==> config.mk <==
export PLATFORM = sky130hd
export DESIGN_NAME = conv_mac_sequencer
export DESIGN_NICKNAME = d
export VERILOG_FILES = /design/src/rtl/conv_mac_sequencer.sv
export SDC_FILE = /design/constraint.sdc
export NUM_CORES = 1
export LEC_CHECK = 0
export BUFFER_PORTS_ARGS = -buffer_cell sky130_fd_sc_hd__buf_4
export CAP_MARGIN = 20
export CORE_UTILIZATION = 35
export DETAILED_ROUTE_END_ITERATION = 8
export PLACE_DENSITY = 0.6
export SLEW_MARGIN = 20
export SYNTH_ARGS = -nofsm -noshare
export SYNTH_HDL_FRONTEND = slang
export SYNTH_SLANG_ARGS = --single-unit
==> constraint.sdc <==
create_clock -name clk -period 2.36 [get_ports clk]
set_input_delay 0.354 -clock clk [delete_from_list [all_inputs] [get_ports clk]]
set_output_delay 0.354 -clock clk [all_outputs]
set_load 0.05 [all_outputs]
==> src/rtl/conv_mac_sequencer.sv <==
// Job controller for the conv MAC datapath: buffers one image and one kernel vector,
// streams operand pairs to the MAC array, then returns the saturated partial sum.
module conv_mac_sequencer #(
   parameter int NUM_LANES = 4,
   parameter int DATA_W    = 8,
   parameter int ACC_W     = 32,
   parameter int PE_LAT    = 1
) (
   input  logic                         clk,
   input  logic                         reset_n,
   input  logic                         start,
   input  logic                         abort,
   output logic                         busy,
   input  logic                         img_valid,
   output logic                         img_ready,
   input  logic [DATA_W-1:0]            img_data,
   input  logic                         ker_valid,
   output logic                         ker_ready,
   input  logic [DATA_W-1:0]            ker_data,
   output logic                         pe_en,
   output logic                         pe_clr,
   output logic [$clog2(NUM_LANES)-1:0] pe_lane,
   output logic [DATA_W-1:0]            pe_act,
   output logic [DATA_W-1:0]            pe_wgt,
   input  logic [ACC_W-1:0]             pe_psum,
   output logic                         res_valid,
   input  logic                         res_ready,
   output logic [DATA_W-1:0]            res_data,
   output logic                         LED_RED,
   output logic                         LED_BLUE,
   output logic                         LED_GREEN
);

   localparam int LANE_W  = $clog2(NUM_LANES);
   localparam int CNT_MAX = (NUM_LANES > PE_LAT) ? NUM_LANES : PE_LAT;
   localparam int CNT_W   = $clog2(CNT_MAX) + 1;

   localparam logic [CNT_W-1:0] LAST_LANE  = CNT_W'(NUM_LANES - 1);
   localparam logic [CNT_W-1:0] LAST_DRAIN = CNT_W'(PE_LAT - 1);
   localparam logic [ACC_W-1:0] SAT_MAX    = ACC_W'({DATA_W{1'b1}});

   typedef enum logic [2:0] {
      S_IDLE,
      S_LOAD_IMG,
      S_LOAD_KER,
      S_COMPUTE,
      S_DRAIN,
      S_OUTPUT
   } state_t;

   state_t            state, state_d;
   logic [CNT_W-1:0]  cnt, cnt_d;
   logic [LANE_W-1:0] lane_q, lane_d;

   logic [DATA_W-1:0] img_buf [NUM_LANES];
   logic [DATA_W-1:0] ker_buf [NUM_LANES];

   always_ff @(posedge clk or negedge reset_n) begin
      if (!reset_n) begin
         state <= S_IDLE;
         cnt   <= '0;
      end else begin
         state <= state_d;
         cnt   <= cnt_d;
      end
   end

   always_comb begin
      state_d = state;
      cnt_d   = cnt;
      case (state)
         S_IDLE: begin
            if (start) begin
               state_d = S_LOAD_IMG;
               cnt_d   = '0;
            end
         end
         S_LOAD_IMG: begin
            if (img_valid) begin
               if (cnt == LAST_LANE) begin
                  state_d = S_LOAD_KER;
                  cnt_d   = '0;
               end else begin
                  cnt_d = cnt + 1'b1;
               end
            end
         end
         S_LOAD_KER: begin
            if (ker_valid) begin
               if (cnt == LAST_LANE) begin
                  state_d = S_COMPUTE;
                  cnt_d   = '0;
               end else begin
                  cnt_d = cnt + 1'b1;
               end
            end
         end
         S_COMPUTE: begin
            if (cnt == LAST_LANE) begin
               state_d = S_DRAIN;
               cnt_d   = '0;
            end else begin
               cnt_d = cnt + 1'b1;
            end
         end
         S_DRAIN: begin
            if (cnt == LAST_DRAIN) begin
               state_d = S_OUTPUT;
               cnt_d   = '0;
            end else begin
               cnt_d = cnt + 1'b1;
            end
         end
         S_OUTPUT: begin
            // res_valid is always high here, so res_ready alone completes the handshake
            if (res_ready) begin
               state_d = start ? S_LOAD_IMG : S_IDLE;
               cnt_d   = '0;
            end
         end
         default: begin
            state_d = S_IDLE;
            cnt_d   = '0;
         end
      endcase
      if (abort && (state != S_IDLE)) begin
         state_d = S_IDLE;
         cnt_d   = '0;
      end
   end

   always_comb begin
      busy      = (state != S_IDLE);
      img_ready = (state == S_LOAD_IMG);
      ker_ready = (state == S_LOAD_KER);
      LED_RED   = (state == S_LOAD_IMG);
      LED_BLUE  = (state == S_LOAD_KER);
      LED_GREEN = (state == S_COMPUTE) || (state == S_DRAIN) || (state == S_OUTPUT);
   end

   assign lane_q = cnt[LANE_W-1:0];
   assign lane_d = cnt_d[LANE_W-1:0];

   // Operand outputs are registered from the next-state values so they line up with COMPUTE
   always_ff @(posedge clk or negedge reset_n) begin
      if (!reset_n) begin
         img_buf   <= '{default: '0};
         ker_buf   <= '{default: '0};
         pe_en     <= 1'b0;
         pe_clr    <= 1'b0;
         pe_lane   <= '0;
         pe_act    <= '0;
         pe_wgt    <= '0;
         res_valid <= 1'b0;
         res_data  <= '0;
      end else begin
         if ((state == S_LOAD_IMG) && img_valid) begin
            img_buf[lane_q] <= img_data;
         end
         if ((state == S_LOAD_KER) && ker_valid) begin
            ker_buf[lane_q] <= ker_data;
         end

         if (state_d == S_COMPUTE) begin
            pe_en   <= 1'b1;
            pe_clr  <= (cnt_d == '0);
            pe_lane <= lane_d;
            pe_act  <= img_buf[lane_d];
            pe_wgt  <= ker_buf[lane_d];
         end else begin
            pe_en   <= 1'b0;
            pe_clr  <= 1'b0;
            pe_lane <= '0;
            pe_act  <= '0;
            pe_wgt  <= '0;
         end

         if ((state == S_DRAIN) && (state_d == S_OUTPUT)) begin
            res_valid <= 1'b1;
            res_data  <= (pe_psum > SAT_MAX) ? SAT_MAX[DATA_W-1:0] : pe_psum[DATA_W-1:0];
         end else if ((state == S_OUTPUT) && (state_d != S_OUTPUT)) begin
            res_valid <= 1'b0;
         end
      end
   end

endmodule

==> results of run 1 <==
how the worst max path moves through the flow:
stage,startpoint,to,slack (ps)
after detailed placement,cnt[0],res_data[0],-50
final,cnt[0],res_valid,70
after global placement,cnt[0],res_data[7],-50
after floorplan,cnt[0],pe_act[5],1
after global routing,cnt[0],res_valid,-30
after CTS,cnt[0],pe_act[2],7
where the power goes:
part | switching [mW] | internal, mW | total (mW)
Sequential | 0.174 | 2.03 | 2.21
Clock | 0.595 | 0.872 | 1.47
Combinational | 1.03 | 0.926 | 1.95
metal layers:
layer,GRT usage (%),share of wire (%),vias to the layer above
li1,-,-,1507
met1,20.4,44,1668
met2,28.2,51,66
met3,3.56,3.6,12
met4,5.56,1.5,0
met5,0,0,-
state kept, by name, indices dropped and copies added, names as in the netlist:
name / cells
pe_lane: 2
pe_act: 8
state: 3
pe_wgt: 8
cnt: 3
img_buf: 32
res_valid: 1
pe_en: 1
res_data: 8
ker_buf: 32
pe_clr: 1
cell usage after synthesis (7+ instances only):
master | instances | area share (%)
buf_2 | 7 | 0.77
or3_1 | 10 | 1.4
a221oi_2 | 8 | 2.7
mux2i_1 | 17 | 3.8
mux2_2 | 73 | 18
a21oi_1 | 20 | 2.2
nor2_1 | 8 | 0.66
a221oi_1 | 8 | 1.6
nor4_1 | 8 | 1.1
nand2_1 | 33 | 2.7
dfrtp_1 | 99 | 55
inv_1 | 8 | 0.66
what timing repair did:
action	in CTS	in global routing
endpoints found under the setup margin	11	26
pin swaps	2	7
setup buffers	1	10
gates cloned	0	1
gates resized for setup	4	25
layout make-up:
cell class / count / area, um2 / share of cell area (%)
Multi-Input combinational cell: 228 / 2010 / 33.5
Timing Repair Buffer: 119 / 971 / 16.2
Tap cell: 172 / 215 / 3.58
Sequential cell: 99 / 2480 / 41.3
Clock inverter: 2 / 35.0 / 0.583
Clock buffer: 13 / 260 / 4.33
Inverter: 8 / 33.8 / 0.563
kinds of logic (layout without fill, tap and decap cells):
family          after synthesis  in the layout  synth area share [%]
flops                        99             99                  54.8
mux                          90             90                  21.9
compound gates               54             54                  9.33
buf+inv                      26            142                  3.29
fa+ha+maj                     6              6                  1.66
simple gates                 78             78                  8.97
==> reports/metrics.yaml, run 1 <==
grt_pass1_wl_mm: 16.5
cp-start-kind: "flip-flop"
r2r_cells: 10
post_drt_wl_per_cell_um: 16.6
die_x_um: 116
fp.coreArea_um2: 12600
slew_headroom_pct: 61.9
yosysSeqAreaShare_pct: 54.8
crit_buf_inv: 4
fp.dieH_um: 116
via_count: 3253
area_delta_synth_final_pct: 32.8
setup_tns_ps: 0
path_delay_family: "buffers and inverters"
start_util_pct: 35.8
async_reset_ff_share_pct: 100
irDropWorstVdd_mv: 0.481
hold_ws_ps: -7.86
hold_viol: 4
antenna_found_initial: 0
placed_area_um2: 5480
yosys_warnings: 0
powerDensity_nw_per_um2: 937
die_area_um2: 13400
pre_cts_ws_ps: -52.6
route.detailed.drc: 0
grt.total_usage_pct: 16.4
setup_viol: 0
drv_cap: 0
fin_util_pct: 47.6
grt_start_max_net_pins: 42
status: "finished with violations"
mostFrequentLayoutCell: "buf_4"
htree_levels: 3
clock_path_buffers: 2
synth_edf_count: 0
postCtsHoldBufs: 0
hp-class: "primary input to async pin"
nets: 526
final_cell_mix: "buf_4 (110), dfrtp_1 (98), mux2_2 (73)"
drt_wl_total_mm: 10.6
finalNonFillerCells: 641
clkTransAtPathRegs_ps: 60
io_pins: 90
fin_ws_ps: 73.1
grt_pass1_vias: 3283
cpMostUsedCell: "buf_4"
n_antenna_cell: 0
slowest_stage: "dfrtp_1"
cp-end-kind: "flip-flop"
total_power_mw: 5.63
grt_overflow: 0
cp.required_ps: 2590
gp_congestion: 0.810
r2r_slack_ps: 70
drive_gt1_share_pct: 50.5
avgSynthCellArea_um2: 12.8
cts_sinks: 99
synthDistinctLibCells: 42
cts_tree: "built"
postRouteAntennaNets: 0
postSynthCellCount: 353
min_period_ps: 2290
fp-row-count: 41
drt_iter0_markers: 130
fillers: 1194
cpPeakStageDelay_ps: 400
timing.rr.end: "res_valid"
period_share_pct: 96.9
p_leak_nw: 2.85
ys_ff_latch: 99
drtPass1Iterations: 4
cts_made_buffers: 9
worst_skew_pair.late_latency_ps: 340
crit_arrival_ps: 2510
ys.flop_type: "dfrtp_1"
syn_nets: 414
root_buffer: "clkbuf_16"
finalMaxSlewViolations: 0
fin_skew_ps: 4.63
synthesis.area_um2: 4520
path_max_fanout: 4
dp.cells: 614
design_area_um2: 6000
viasPerCell: 5.07
cp_cell_sequence: "buf_6, clkinvlp_4, ha_4, a31oi_2, o21ai_1, a222oi_1, buf_4, nor3b_4, buf_4, or3_1"
r2r-start: "cnt[0]"
portBuffers: 89
violations: "negative hold slack"
crit_cells: 10
critPathKind: "flip-flop to flip-flop"
worst_pin_slew_ps: 571
hpwl_mm: 6.94
max_freq_ghz: 0.437
Note: power is estimated with default switching activity, not from simulation.
==> run 2: changes to the inputs <==
Settings changed: MAX_ROUTING_LAYER from default to met4.
==> run 2 against run 1 <==
Net effect: the run still ends with negative hold slack left; clock skew about the same; flip-flop and latch count unchanged; worst setup slack about the same; sequential share of layout area unchanged; via count increased by 1.0%; register-to-register slack about the same; maximum frequency about the same.
==> reports/metrics.yaml, run 2 (synthesized netlist as in run 1, its figures left out) <==
mostFrequentLayoutCell: "buf_4"
worst_skew_pair.late_latency_ps: 350  # about the same
gp_congestion: 0.822  # +1.5%
via_count: 3287  # +1.0%
period_share_pct: 96.9  # about the same
grt_pass1_vias: 3288  # +0.15%
status: "finished with violations"
grt_overflow: 0  # unchanged
cp-start-kind: "flip-flop"
fp.dieH_um: 116  # unchanged
critPathKind: "flip-flop to flip-flop"
fp-row-count: 41  # unchanged
cts_made_buffers: 9  # unchanged
fillers: 1194  # unchanged
htree_levels: 3  # unchanged
postCtsHoldBufs: 0  # unchanged
max_freq_ghz: 0.437  # about the same
irDropWorstVdd_mv: 0.488  # +1.3%
min_period_ps: 2290  # -0.164 ps
grt_start_max_net_pins: 42  # unchanged
path_max_fanout: 4  # unchanged
grt_pass1_wl_mm: 16.5  # about the same
cp_cell_sequence: "buf_6, clkinvlp_4, ha_4, a31oi_2, o21ai_1, a222oi_1, buf_4, nor3b_4, buf_4, or3_1"
cp-end-kind: "flip-flop"
largestRegisters: "img_buf x32, ker_buf x32"
cts_tree: "built"
fin_util_pct: 47.6  # unchanged
setup_tns_ps: 0  # unchanged
powerDensity_nw_per_um2: 938  # +0.15%
root_buffer: "clkbuf_16"
crit_arrival_ps: 2520  # about the same
cp.required_ps: 2590  # about the same
viasPerCell: 5.13  # +1.0%
postRouteAntennaNets: 0  # unchanged
io_pins: 90  # unchanged
drtPass1Iterations: 5  # +1
crit_buf_inv: 4  # unchanged
portBuffers: 89  # unchanged
die_x_um: 116  # unchanged
route.detailed.drc: 0  # unchanged
clock_path_buffers: 2  # unchanged
slowest_stage: "dfrtp_1"
clkTransAtPathRegs_ps: 60  # about the same
start_util_pct: 35.8  # unchanged
die_area_um2: 13400  # unchanged
final_cell_mix: "buf_4 (110), dfrtp_1 (98), mux2_2 (73)"
path_delay_family: "buffers and inverters"
grt.total_usage_pct: 16.9  # +0.54 points
drt_iter0_markers: 113  # -13%
drv_cap: 0  # unchanged
setup_viol: 0  # unchanged
hp-class: "primary input to async pin"
n_antenna_cell: 0  # unchanged
antenna_found_initial: 0  # unchanged
fin_skew_ps: 4.76  # +0.127 ps
cpMostUsedCell: "buf_4"
hold_viol: 5  # +1
nets: 526  # unchanged
finalMaxSlewViolations: 0  # unchanged
area_delta_synth_final_pct: 32.8  # unchanged
slew_headroom_pct: 61.8  # -0.082 points
drt_wl_total_mm: 10.6  # about the same
hpwl_mm: 6.94  # unchanged
p_leak_nw: 2.85  # unchanged
cpPeakStageDelay_ps: 400  # about the same
violations: "negative hold slack"
drive_gt1_share_pct: 50.5  # unchanged
fp.coreArea_um2: 12600  # unchanged
hold_ws_ps: -9.59  # -1.74 ps
cts_sinks: 99  # unchanged
worst_pin_slew_ps: 573  # +1.23 ps
post_drt_wl_per_cell_um: 16.6  # about the same
[run 2: cell counts in the layout (fill, tap and decap cells not counted)]
Identical to the previous run, type by type.
[run 2: metrics by stage]
step | worst slack (ps) | cell area (um2) | std cells | power [mW] | hold slack (ps)
3_5_place_dp | -52.6 | 5480 | 614 | 3.91 | 388
5_1_grt | -26.9 | 6000 | 641 | 5.90 | 26.1
3_3_place_gp | -47.7 | 5480 | 614 | 3.87 | 385
6_report | 73.2 | 6000 | 641 | 5.63 | -9.59
2_1_floorplan | 1.47 | 4530 | 353 | 3.35 | 58.4
4_1_cts | 6.98 | 5810 | 630 | 5.43 | 12.5
[run 2: power by group]
part | internal, mW | leakage (nW) | switching (mW)
clock network | 0.872 | 0.146 | 0.599
logic | 0.927 | 1.37 | 1.03
registers | 2.03 | 1.33 | 0.173
total | 3.83 | 2.85 | 1.80
[run 2: worst reg2reg max path: cells and delay by family (launching register included)]
kind / cells / cell delay [ps]
buffers and inverters: 4 / 610
AO/OA/AOI/OAI: 3 / 550
AND/OR/NAND/NOR: 2 / 420
flip-flops: 1 / 400
adder cells (fa/ha/maj): 1 / 190
[run 2: final timing paths]
kind,start,end,slack (ps),cells after the start
hold reg to reg,ker_buf[29],ker_buf[29],500,1
hold / removal,reset_n,pe_wgt[7],-10,1
max in group asynchronous,reset_n,pe_wgt[4],1680,2
setup reg to reg,cnt[0],res_valid,70,10
setup / recovery,cnt[0],res_valid,70,10
min in group clk,abort,state[0],200,2
[run 2: repair_timing]
action | 4_1_cts | 5_1_grt
setup buffers | 1 | 10
gates cloned | 0 | 1
gates resized for setup | 4 | 25
pin swaps | 2 | 7
endpoints found under the setup margin | 11 | 26
[run 2: per-layer routing]
layer | wire length [um] | share of wire, % | vias up | global-route usage [%]
met5 | 0 | 0 | - | -
li1 | - | - | 1510 | -
met1 | 4660 | 44 | 1678 | 20.6
met4 | 201 | 1.9 | 0 | 6.07
met3 | 380 | 3.6 | 19 | 3.35
met2 | 5380 | 51 | 80 | 28.0
[run 2: cell type report]
cell class | instances | area (um2) | area share [%]
flip-flops and latches | 99 | 2480 | 41.3
multi-input cells | 228 | 2010 | 33.5
repair buffers | 119 | 971 | 16.2
clock buffers | 13 | 260 | 4.33
well taps | 172 | 215 | 3.58
clock inverters | 2 | 35.0 | 0.583
inverters | 8 | 33.8 | 0.563
